--- config.mk ---
export PLATFORM = sky130hd
export DESIGN_NAME = stopwatch_uart_reporter
export DESIGN_NICKNAME = d
export VERILOG_FILES = /design/src/rtl/stopwatch_uart_reporter.sv
export SDC_FILE = /design/constraint.sdc
export NUM_CORES = 1
export LEC_CHECK = 0
export BUFFER_PORTS_ARGS = -buffer_cell sky130_fd_sc_hd__buf_4
export CORE_MARGIN = 4
export CORE_UTILIZATION = 55
export CTS_BUF_LIST = sky130_fd_sc_hd__clkbuf_2
export CTS_CLUSTER_DIAMETER = 60
export DETAILED_ROUTE_END_ITERATION = 12
export PLACE_DENSITY = 0.79
export SETUP_SLACK_MARGIN = 0.2
export SYNTH_ARGS = -nofsm -noshare
export SYNTH_HDL_FRONTEND = slang
export SYNTH_SLANG_ARGS = --single-unit
--- constraint.sdc ---
create_clock -name clk -period 5.7 [get_ports clk]
set_input_delay 0.285 -clock clk [delete_from_list [all_inputs] [get_ports clk]]
set_output_delay 0.285 -clock clk [all_outputs]
set_load 0.02 [all_outputs]
--- src/rtl/stopwatch_uart_reporter.sv ---
// Stopwatch time reporter: snapshots HH:MM:SS.CC and streams it as a 13-byte
// ASCII frame ("HH:MM:SS.CC\r\n") to a UART TX engine with a start/done handshake.
// Optional feature macro: REPORTER_PERIODIC_EN adds a free-running report tick
// every REPORT_PERIOD cycles, ORed with i_report.
module stopwatch_uart_reporter #(
   parameter int unsigned REPORT_PERIOD = 100_000_000
) (
   input  logic       clk,
   input  logic       rst,
   input  logic       i_report,
   input  logic [6:0] i_msec,
   input  logic [5:0] i_sec,
   input  logic [5:0] i_min,
   input  logic [4:0] i_hour,
   input  logic       i_tx_done,
   output logic       o_tx_start,
   output logic [7:0] o_tx_data,
   output logic       o_busy
);

   typedef enum logic [1:0] {StIdle, StSend, StWait} state_e;

   localparam logic [3:0] LastIdx = 4'd12;

   state_e     state_q, state_d;
   logic [3:0] idx_q, idx_d;
   logic       pend_q, pend_d;
   logic [6:0] msec_q, msec_d;
   logic [5:0] sec_q, sec_d;
   logic [5:0] min_q, min_d;
   logic [4:0] hour_q, hour_d;
   logic [7:0] data_q, data_d;
   logic       trig;
   logic       load;

`ifdef REPORTER_PERIODIC_EN
   localparam int unsigned CntW = (REPORT_PERIOD > 1) ? $clog2(REPORT_PERIOD) : 1;
   localparam logic [CntW-1:0] CntMax = CntW'(REPORT_PERIOD - 1);

   logic [CntW-1:0] cnt_q, cnt_d;
   logic            tick;

   assign tick = (cnt_q == CntMax);

   // Free-running period counter, independent of the frame state.
   always_comb begin
      cnt_d = tick ? '0 : cnt_q + CntW'(1);
   end

   // Period counter register; only reset clears it.
   always_ff @(posedge clk or posedge rst) begin
      if (rst) cnt_q <= '0;
      else     cnt_q <= cnt_d;
   end

   assign trig = i_report | tick;
`else
   assign trig = i_report;
`endif

   // Two ASCII digits of a field; anything >= 100 saturates to "99".
   function automatic logic [15:0] two_digits(input logic [6:0] v);
      logic [6:0] s;
      logic [3:0] t;
      logic [3:0] o;
      s = (v >= 7'd100) ? 7'd99 : v;
      t = 4'(s / 7'd10);
      o = 4'(s % 7'd10);
      return {4'h3, t, 4'h3, o};
   endfunction

   // Frame byte at a given index, built purely from the snapshot values.
   function automatic logic [7:0] frame_byte(input logic [4:0] h, input logic [5:0] m,
                                             input logic [5:0] s, input logic [6:0] c,
                                             input logic [3:0] idx);
      logic [15:0] hh;
      logic [15:0] mm;
      logic [15:0] ss;
      logic [15:0] cc;
      logic [7:0]  b;
      hh = two_digits({2'b00, h});
      mm = two_digits({1'b0, m});
      ss = two_digits({1'b0, s});
      cc = two_digits(c);
      unique case (idx)
         4'd0:    b = hh[15:8];
         4'd1:    b = hh[7:0];
         4'd2:    b = 8'h3A;
         4'd3:    b = mm[15:8];
         4'd4:    b = mm[7:0];
         4'd5:    b = 8'h3A;
         4'd6:    b = ss[15:8];
         4'd7:    b = ss[7:0];
         4'd8:    b = 8'h2E;
         4'd9:    b = cc[15:8];
         4'd10:   b = cc[7:0];
         4'd11:   b = 8'h0D;
         4'd12:   b = 8'h0A;
         default: b = 8'h00;
      endcase
      return b;
   endfunction

   // Next-state logic: frame sequencing, pending-request tracking, snapshot load.
   always_comb begin
      state_d = state_q;
      idx_d   = idx_q;
      pend_d  = pend_q;
      msec_d  = msec_q;
      sec_d   = sec_q;
      min_d   = min_q;
      hour_d  = hour_q;
      data_d  = data_q;
      load    = 1'b0;

      // Any request while a frame is in flight collapses into one pending flag.
      if (trig && (state_q != StIdle)) pend_d = 1'b1;

      unique case (state_q)
         StIdle: begin
            if (trig) load = 1'b1;
         end
         StSend: begin
            state_d = StWait;
         end
         StWait: begin
            if (i_tx_done) begin
               if (idx_q == LastIdx) begin
                  // A request on the final done edge restarts without an idle cycle.
                  if (pend_q || trig) load = 1'b1;
                  else                state_d = StIdle;
               end else begin
                  idx_d   = idx_q + 4'd1;
                  state_d = StSend;
               end
            end
         end
         default: state_d = StIdle;
      endcase

      if (load) begin
         msec_d  = i_msec;
         sec_d   = i_sec;
         min_d   = i_min;
         hour_d  = i_hour;
         idx_d   = 4'd0;
         pend_d  = 1'b0;
         state_d = StSend;
      end

      // Register the byte on entry to SEND so it is stable through WAIT.
      if (state_d == StSend) data_d = frame_byte(hour_d, min_d, sec_d, msec_d, idx_d);
   end

   // State, snapshot and data registers.
   always_ff @(posedge clk or posedge rst) begin
      if (rst) begin
         state_q <= StIdle;
         idx_q   <= 4'd0;
         pend_q  <= 1'b0;
         msec_q  <= 7'd0;
         sec_q   <= 6'd0;
         min_q   <= 6'd0;
         hour_q  <= 5'd0;
         data_q  <= 8'h00;
      end else begin
         state_q <= state_d;
         idx_q   <= idx_d;
         pend_q  <= pend_d;
         msec_q  <= msec_d;
         sec_q   <= sec_d;
         min_q   <= min_d;
         hour_q  <= hour_d;
         data_q  <= data_d;
      end
   end

   assign o_tx_start = (state_q == StSend);
   assign o_busy     = (state_q != StIdle);
   assign o_tx_data  = data_q;

endmodule

==> impl_metrics.env, run 1 <==
export IMPL_status="completed"
export IMPL_cp_slowest_stage_delay_ps=530
export IMPL_crit_path_start_kind="register"
export IMPL_crit_start="idx_q[0]"
export IMPL_clock_latency_ps=430
export IMPL_die_h_um=85.1
export IMPL_via_per_inst=6.63
export IMPL_hold_worst_slack_ps=64.5
export IMPL_reg2reg_depth=21
export IMPL_final_cells=506
export IMPL_crit_chain="inv_1, ha_1, o211a_1, a31oi_4, buf_4, nand2_1, nor3_1, a31oi_1, a21boi_1, a211oi_2, or2_2, ha_1, inv_1, o31a_1, o211ai_2, xnor2_1, ha_1, inv_1, a311o_1, a31oi_1, a31o_1"
export IMPL_fin_util=0.653
export IMPL_num_vias=3355
export IMPL_max_cap_violations=0
export IMPL_avgSynthCellArea_sq_um=8.10
export IMPL_cts_buffers=5
export IMPL_drc=0
export IMPL_synthMostInstantiatedCell="nand2_1"
export IMPL_post_place_ws_ps=372
export IMPL_post_dp_cell_area_sq_um=3540
export IMPL_clkSinkCount=37
export IMPL_r2r_end="o_tx_data[2]"
export IMPL_detail_route_wl_per_cell_um=18.4
export IMPL_root_buffer="clkbuf_2"
export IMPL_cp_max_fo=15
export IMPL_timing_setup_tns_ps=0
export IMPL_diodes=0
export IMPL_firstDrtPassIters=5
export IMPL_synthDistinctLibCells=83
export IMPL_grt_max_degree=38
export IMPL_cp_end_kind="register"
export IMPL_synth_top_area_share=0.283
export IMPL_slew_viol_final=0
export IMPL_yosys_warnings=0
export IMPL_worstPathRequired_ps=6090
export IMPL_area_growth_pct=12.6
export IMPL_period_share=0.882
export IMPL_critPathSlowestCell="dfrtp_2"
export IMPL_cp_endpoint="o_tx_data[2]"
export IMPL_grt_pass1_wl_mm=15.6
export IMPL_antenna_found_initial=0
export IMPL_worstHoldPathType="primary input to register"
export IMPL_arrival_ps=5420
export IMPL_synthFlopType="dfrtp_1"
export IMPL_cts_buffer_depth=2
export IMPL_setup_violations=0
export IMPL_core_sq_um=5640
export IMPL_grt_usage=0.265
export IMPL_design_area_sq_um=3680
export IMPL_crit_type="register to register"
export IMPL_fp_dieArea_sq_um=7240
export IMPL_io_buffers=35
export IMPL_h_tree_depth=2
export IMPL_ios=38
export IMPL_detail_route_antenna_nets=0
export IMPL_ys_seq_area_frac=0.283
export IMPL_die_x_um=85.1
export IMPL_fin_skew_ps=23.3
export IMPL_drt_first_iter_violations=333
export IMPL_post_route_min_period_ps=5030
export IMPL_netlist_top_cells_count="nand2_1 (78), dfrtp_1 (37), nor2_1 (26)"
export IMPL_core_rowCount=27
export IMPL_grt_pass1_vias=3136
export IMPL_nNetsFinal=468
export IMPL_synth_largest_area_cell="dfrtp_1"
export IMPL_syn_area_sq_um=3270
export IMPL_drive_above_1_share=0.196
export IMPL_hold_viol_final=0
export IMPL_drt_total_wl_mm=9.34
export IMPL_postSynthCellCount=404
export IMPL_synth_seq_cells=37
export IMPL_layout_setup_ws_ps=674
export IMPL_synth_area_top_cells="dfrtp_1 (28%), nand2_1 (9.0%), mux2i_1 (3.7%), nor2_1 (3.0%), a21oi_1 (2.9%)"
export IMPL_leakage_nw=1.64
export IMPL_start_util=0.580
export IMPL_ir_drop_mv=0.252
export IMPL_relSlewSlack=0.425
export IMPL_r2r_slack_ps=670
export IMPL_fmaxAchievable_mhz=199
export IMPL_globalplace_congestion=0.984
export IMPL_reg2reg_from="idx_q[0]"
export IMPL_synthArstFlopShare=1.00
export IMPL_hpwl_mm=7.12
export IMPL_cts_tree="done"
export IMPL_p_per_area_nw_per_um2=513
export IMPL_synth_edf_count=0
export IMPL_rsz0062_at_grt="false"
export IMPL_placed_cells=497
export IMPL_clk_pin_slew_worst_paths_ps=250
export IMPL_finalPower_mw=1.89
export IMPL_worst_pin_slew_ps=854
export IMPL_grt_overflow=0
critical path: cells and delay by family, from the launching register on:
family | cells | cell delay, ps
AO/OA/AOI/OAI | 10 | 2300
AND/OR/NAND/NOR | 3 | 680
buffers and inverters | 4 | 550
adder cells (fa/ha/maj) | 3 | 720
flip-flops | 1 | 530
XOR/XNOR | 1 | 200
layer usage:
metal,vias up,track usage,wire (um)
met1,1581,0.366,4080
met4,0,0.0547,133
met5,-,0,0
met2,190,0.444,4390
met3,14,0.0340,735
li1,1570,-,-
power breakdown:
part	total (mW)	switching, mW	internal, mW
registers	0.448	0.0769	0.371
clock network	0.229	0.109	0.120
logic	1.21	0.750	0.464
area by class of cell:
cell class	instances	area [sq um]
clock buffers	5	25.0
multi-input cells	327	2190
repair buffers	39	295
inverters	23	86.3
fillers	480	1960
well taps	72	90.1
clock inverters	3	68.8
flip-flops and latches	37	928
timing repair:
action | in CTS | in global routing
setup buffers | 0 | 0
hold buffers | 1 | 0
hold endpoints to repair | 37 | 0
setup endpoints to repair | 0 | 3
resized for setup | 0 | 10
kinds of logic after synthesis:
kind of cell    Yosys count  synth area share
buf+inv                  41            0.0604
xor+xnor                  2           0.00536
simple gates            173             0.259
other cells               1           0.00115
flops                    37             0.283
mux                      14            0.0436
compound gates          127             0.314
fa+ha+maj                 9            0.0337
cells in the final DEF (no fill, tap or decap), types with 5 or more instances in the layout:
master	count
a211oi_1	6
a21oi_1	19
a31oi_1	7
and2_1	5
buf_4	38
clkbuf_2	5
dfrtp_1	35
ha_1	7
inv_1	22
mux2i_1	12
nand2_1	78
nand2b_1	5
nand3_1	9
nor2_1	26
nor3_1	11
nor3b_1	5
o211ai_1	6
o21ai_0	10
o221ai_1	8
how the worst min path moves through the flow:
stage,from,to,slack (ps),cells past startpoint
finish,i_msec[0],msec_q[0],60,3
detailed placement,rst,state_q[1],440,3
global route,i_msec[1],msec_q[1],40,3
CTS,i_msec[0],msec_q[0],50,3
floorplan,i_msec[0],msec_q[0],400,2
global placement,rst,state_q[1],440,3
flip-flops by register name, summed over array words and instances (netlist names):
| register | count |
|---|---|
| idx_q | 4 |
| o_tx_data | 6 |
| min_q | 6 |
| sec_q | 6 |
| msec_q | 7 |
| pend_q | 1 |
| hour_q | 5 |
| state_q | 2 |
No activity file was read; power rests on OpenSTA's default activity.
==> run 2, diff against run 1 <==
Settings changed: BUFFER_PORTS_ARGS -buffer_cell sky130_fd_sc_hd__buf_4 to -buffer_cell sky130_fd_sc_hd__buf_2.
Clock period 5.7 ns to 5.8 ns, I/O delays scaled along.
==> impl_metrics.env, run 2 (synthesis gave the netlist of run 1 again) <==
export IMPL_ir_drop_mv=0.243
export IMPL_ios=38
export IMPL_r2r_end="o_tx_data[2]"
export IMPL_die_x_um=85.1
export IMPL_core_rowCount=27
export IMPL_worst_pin_slew_ps=722
export IMPL_regArea_sq_um=928
export IMPL_cp_end_kind="register"
export IMPL_grt_pass1_vias=3118
export IMPL_r2r_slack_ps=580
export IMPL_crit_chain="inv_1, ha_1, o211a_1, a31oi_4, mux2i_1, o221ai_1, a2bb2oi_1, a21boi_1, a211oi_2, or2_2, ha_1, inv_1, o31a_1, o211ai_2, xnor2_1, ha_1, inv_1, a311oi_1, o211ai_1, a31o_1"
export IMPL_root_buffer="clkbuf_2"
export IMPL_regMostFlops="msec_q"
export IMPL_max_cap_violations=0
export IMPL_start_util=0.580
export IMPL_post_route_min_period_ps=5220
export IMPL_detail_route_wl_per_cell_um=18.4
export IMPL_reg2reg_from="idx_q[0]"
export IMPL_drive_above_1_share=0.198
export IMPL_diodes=0
export IMPL_drt_first_iter_violations=259
export IMPL_worstPathRequired_ps=6110
export IMPL_finalPower_mw=1.79
export IMPL_cts_buffer_depth=2
export IMPL_post_place_ws_ps=375
export IMPL_worstHoldPathType="primary input to register"
export IMPL_die_h_um=85.1
export IMPL_layout_setup_ws_ps=584
export IMPL_drt_total_wl_mm=9.41
export IMPL_num_vias=3354
export IMPL_critPathSlowestCell="dfrtp_2"
export IMPL_cp_endpoint="o_tx_data[2]"
export IMPL_cp_max_fo=12
export IMPL_grt_usage=0.262
export IMPL_drc=0
export IMPL_relSlewSlack=0.518
export IMPL_fp_dieArea_sq_um=7240
export IMPL_h_tree_depth=2
export IMPL_setup_violations=0
export IMPL_status="completed"
export IMPL_fin_skew_ps=29.8
export IMPL_cp_slowest_stage_delay_ps=520
export IMPL_clk_pin_slew_worst_paths_ps=230
export IMPL_hold_worst_slack_ps=71.9
export IMPL_grt_overflow=0
export IMPL_final_cell_mix="nand2_1 (78), dfrtp_1 (35), buf_2 (35)"
export IMPL_grt_max_degree=29
export IMPL_multi_input_area_sq_um=2170
export IMPL_hold_viol_final=0
export IMPL_grt_pass1_wl_mm=15.5
export IMPL_timing_setup_tns_ps=0
export IMPL_crit_start="idx_q[0]"
export IMPL_arrival_ps=5520
export IMPL_largest_reg_flops=7
export IMPL_final_common_cell="nand2_1"
export IMPL_io_buffers=35
export IMPL_nNetsFinal=474
export IMPL_detail_route_antenna_nets=0
export IMPL_cts_buffers=5
export IMPL_crit_path_start_kind="register"
export IMPL_nFillCells=517
export IMPL_clock_latency_ps=410
export IMPL_cts_tree="done"
export IMPL_clkSinkCount=37
export IMPL_globalplace_congestion=0.976
export IMPL_rsz0062_at_grt="false"
export IMPL_crit_type="register to register"
export IMPL_firstDrtPassIters=5
export IMPL_fmaxAchievable_mhz=192
export IMPL_hpwl_mm=7.08
export IMPL_area_growth_pct=10.1
export IMPL_leakage_nw=1.62
export IMPL_slew_viol_final=0
export IMPL_reg2reg_depth=20
export IMPL_via_per_inst=6.55
export IMPL_p_per_area_nw_per_um2=498
export IMPL_antenna_found_initial=0
export IMPL_fin_util=0.638
export IMPL_core_sq_um=5640
export IMPL_period_share=0.899
## run 2: through the flow
step | cell area (sq um) | instances
3_3_place_gp | 3460 | 498
6_report | 3600 | 512
5_1_grt | 3600 | 512
3_5_place_dp | 3460 | 498
2_1_floorplan | 3270 | 405
4_1_cts | 3540 | 507
## run 2: layer usage
layer	vias to the layer above	GRT usage	wire length, um
met5	-	0	0
met3	24	0.0417	668
met2	169	0.423	4330
li1	1580	-	-
met1	1581	0.366	4220
met4	0	0.0662	187
## run 2: what timing repair did
action | CTS | global route
setup buffers | 0 | 5
endpoints found under the hold margin | 10 | 0
setup endpoints to repair | 0 | 3
gates resized for setup | 0 | 6
hold buffers | 1 | 0
## run 2: power breakdown
part           total, mW  internal [mW]  switching [mW]
registers          0.443          0.365          0.0783
logic               1.18          0.451           0.724
clock network      0.176         0.0757           0.100
total               1.79          0.891           0.903
## run 2: final cells by class
cell class | count | area share
tap | 72 | 0.0250
clock buffer | 6 | 0.00834
timing repair buffer | 45 | 0.0702
sequential | 37 | 0.258
inverter | 23 | 0.0240
multi-input combinational | 327 | 0.604
clock inverter | 2 | 0.0108
## run 2: worst min-delay path by stage
stage | from | end | slack, ps | cells after the start
final | i_msec[1] | msec_q[1] | 70 | 3
after global routing | i_msec[1] | msec_q[1] | 50 | 3
after CTS | i_msec[0] | msec_q[0] | 70 | 3
after detailed placement | rst | state_q[1] | 310 | 2
after global placement | rst | state_q[1] | 300 | 2
after floorplan | i_msec[0] | msec_q[0] | 400 | 2
## run 2: worst max-delay path, delay by kind of cell, from the launching register on
family	cells	cell delay [ps]
AND/OR/NAND/NOR	1	190
XOR/XNOR	1	190
AO/OA/AOI/OAI	11	2860
buffers and inverters	3	270
adder cells (fa/ha/maj)	3	720
flip-flops	1	520
multiplexers	1	350
==> run 3, diff against run 2 <==
Settings changed: BUFFER_PORTS_ARGS -buffer_cell sky130_fd_sc_hd__buf_2 to not set, DONT_BUFFER_PORTS set to 1, PLACE_DENSITY 0.79 to 0.73, REMOVE_ABC_BUFFERS set to 1.
==> impl_metrics.env, run 3 (synthesis gave the netlist of run 1 again) <==
export IMPL_die_h_um=85.1
export IMPL_grt_usage=0.253
export IMPL_fp_dieArea_sq_um=7240
export IMPL_hpwl_mm=6.79
export IMPL_nFillCells=492
export IMPL_largest_reg_flops=7
export IMPL_worstPathRequired_ps=6130
export IMPL_cp_end_kind="register"
export IMPL_worst_path_stages=21
export IMPL_io_buffers=0
export IMPL_power_frac_comb=0.659
export IMPL_die_x_um=85.1
export IMPL_num_vias=3173
export IMPL_r2r_slack_ps=560
export IMPL_clock_latency_ps=430
export IMPL_ir_drop_mv=0.256
export IMPL_max_cap_violations=0
export IMPL_fin_skew_ps=23.9
export IMPL_clkPwrFrac=0.071
export IMPL_detail_route_antenna_nets=0
export IMPL_leakage_nw=1.44
export IMPL_area_growth_pct=3.52
export IMPL_post_route_min_period_ps=5240
export IMPL_grt_pass1_vias=2965
export IMPL_fin_util=0.600
export IMPL_crit_type="register to register"
export IMPL_critPathBufInv=4
export IMPL_reg2reg_depth=21
export IMPL_drc=0
export IMPL_switching_share=0.520
export IMPL_root_buffer="clkbuf_2"
export IMPL_status="completed"
export IMPL_p_per_area_nw_per_um2=499
export IMPL_grt_max_degree=29
export IMPL_core_rowCount=27
export IMPL_post_place_ws_ps=471
export IMPL_seqPwrFrac=0.270
export IMPL_via_per_inst=6.72
export IMPL_detail_route_wl_per_cell_um=19.1
export IMPL_clk_pin_slew_worst_paths_ps=210
export IMPL_cp_max_fo=27
export IMPL_hold_viol_final=0
export IMPL_placed_cells=461
export IMPL_final_cell_mix="nand2_1 (78), dfrtp_1 (35), nor2_1 (26)"
export IMPL_worst_pin_slew_ps=719
export IMPL_final_common_cell="nand2_1"
export IMPL_start_util=0.580
export IMPL_arrival_ps=5570
export IMPL_layout_setup_ws_ps=564
export IMPL_cts_tree="done"
export IMPL_firstDrtPassIters=5
export IMPL_drt_total_wl_mm=9.00
export IMPL_final_cells=472
export IMPL_worstHoldPathType="primary input to register"
export IMPL_cp_slowest_stage_delay_ps=510
export IMPL_critPathSlowestCell="dfrtp_2"
export IMPL_fmaxAchievable_mhz=191
export IMPL_crit_path_start_kind="register"
export IMPL_cts_buffers=5
export IMPL_cts_buffer_depth=2
export IMPL_clkSinkCount=37
export IMPL_regMostFlops="msec_q"
export IMPL_core_sq_um=5640
export IMPL_cp_top_family="compound AO/OA/AOI/OAI gates"
export IMPL_setup_violations=0
export IMPL_relSlewSlack=0.521
export IMPL_drive_above_1_share=0.115
export IMPL_h_tree_depth=2
export IMPL_slew_viol_final=0
export IMPL_antenna_found_initial=0
export IMPL_rsz0062_at_grt="false"
export IMPL_post_cts_buffers=0
export IMPL_globalplace_congestion=0.929
export IMPL_p_sw_mw=0.879
export IMPL_p_int_mw=0.811
export IMPL_diodes=0
export IMPL_crit_chain="inv_1, ha_1, o211a_1, a31oi_4, buf_6, nand2_1, a21oi_1, a221o_1, nor2_1, a211oi_2, or2_2, ha_1, inv_1, o31a_1, o211ai_2, xnor2_1, ha_1, inv_1, a311oi_1, o211ai_1, a31o_1"
export IMPL_nNetsFinal=434
export IMPL_min_path_cells=2
export IMPL_timing_setup_tns_ps=0
export IMPL_grt_pass1_wl_mm=15.0
export IMPL_ios=38
export IMPL_grt_overflow=0
export IMPL_period_share=0.903
export IMPL_finalPower_mw=1.69
export IMPL_drt_first_iter_violations=304
## run 3: stage by stage
step | hold slack [ps] | instance area (sq um)
6_report | 5.48 | 3390
5_1_grt | 4.84 | 3390
4_1_cts | 10.1 | 3340
3_5_place_dp | 319 | 3270
3_3_place_gp | 295 | 3270
2_1_floorplan | 402 | 3160
## run 3: path summary, 6_finish.rpt
path | startpoint | endpoint
max reg2reg | idx_q[0] | o_tx_data[2]
min | i_min[5] | min_q[5]
min in group asynchronous | rst | pend_q
min reg2reg | msec_q[1] | msec_q[1]
max | idx_q[0] | o_tx_data[2]
max in group asynchronous | rst | msec_q[6]
## run 3: area by class of cell
type                            count  area [sq um]  share of cell area
Sequential cell                    37           928               0.274
Clock inverter                      3          12.5             0.00370
Tap cell                           72          90.1              0.0266
Clock buffer                        5          25.0             0.00739
Multi-Input combinational cell    327          2190               0.648
Timing Repair Buffer                5          48.8              0.0144
Inverter                           23          86.3              0.0255
## run 3: power groups by stage
stage          Clock (mW)  Combinational [mW]  Sequential [mW]
2_1_floorplan           0               0.854            0.436
3_3_place_gp            0                1.05            0.458
3_5_place_dp            0                1.07            0.461
4_1_cts             0.121                1.07            0.453
5_1_grt             0.132                1.23            0.472
6_report            0.120                1.11            0.456
## run 3: timing repair
item,CTS,global route
gates resized for setup,0,11
setup endpoints to repair,0,3
endpoints found under the hold margin,18,0
hold buffers,3,0
## run 3: metal layers
layer	global-route usage	wire, um	up-vias
met4	0.0691	182	0
li1	-	-	1495
met3	0.0447	669	20
met5	0	0	-
met2	0.379	3980	148
met1	0.374	4170	1510
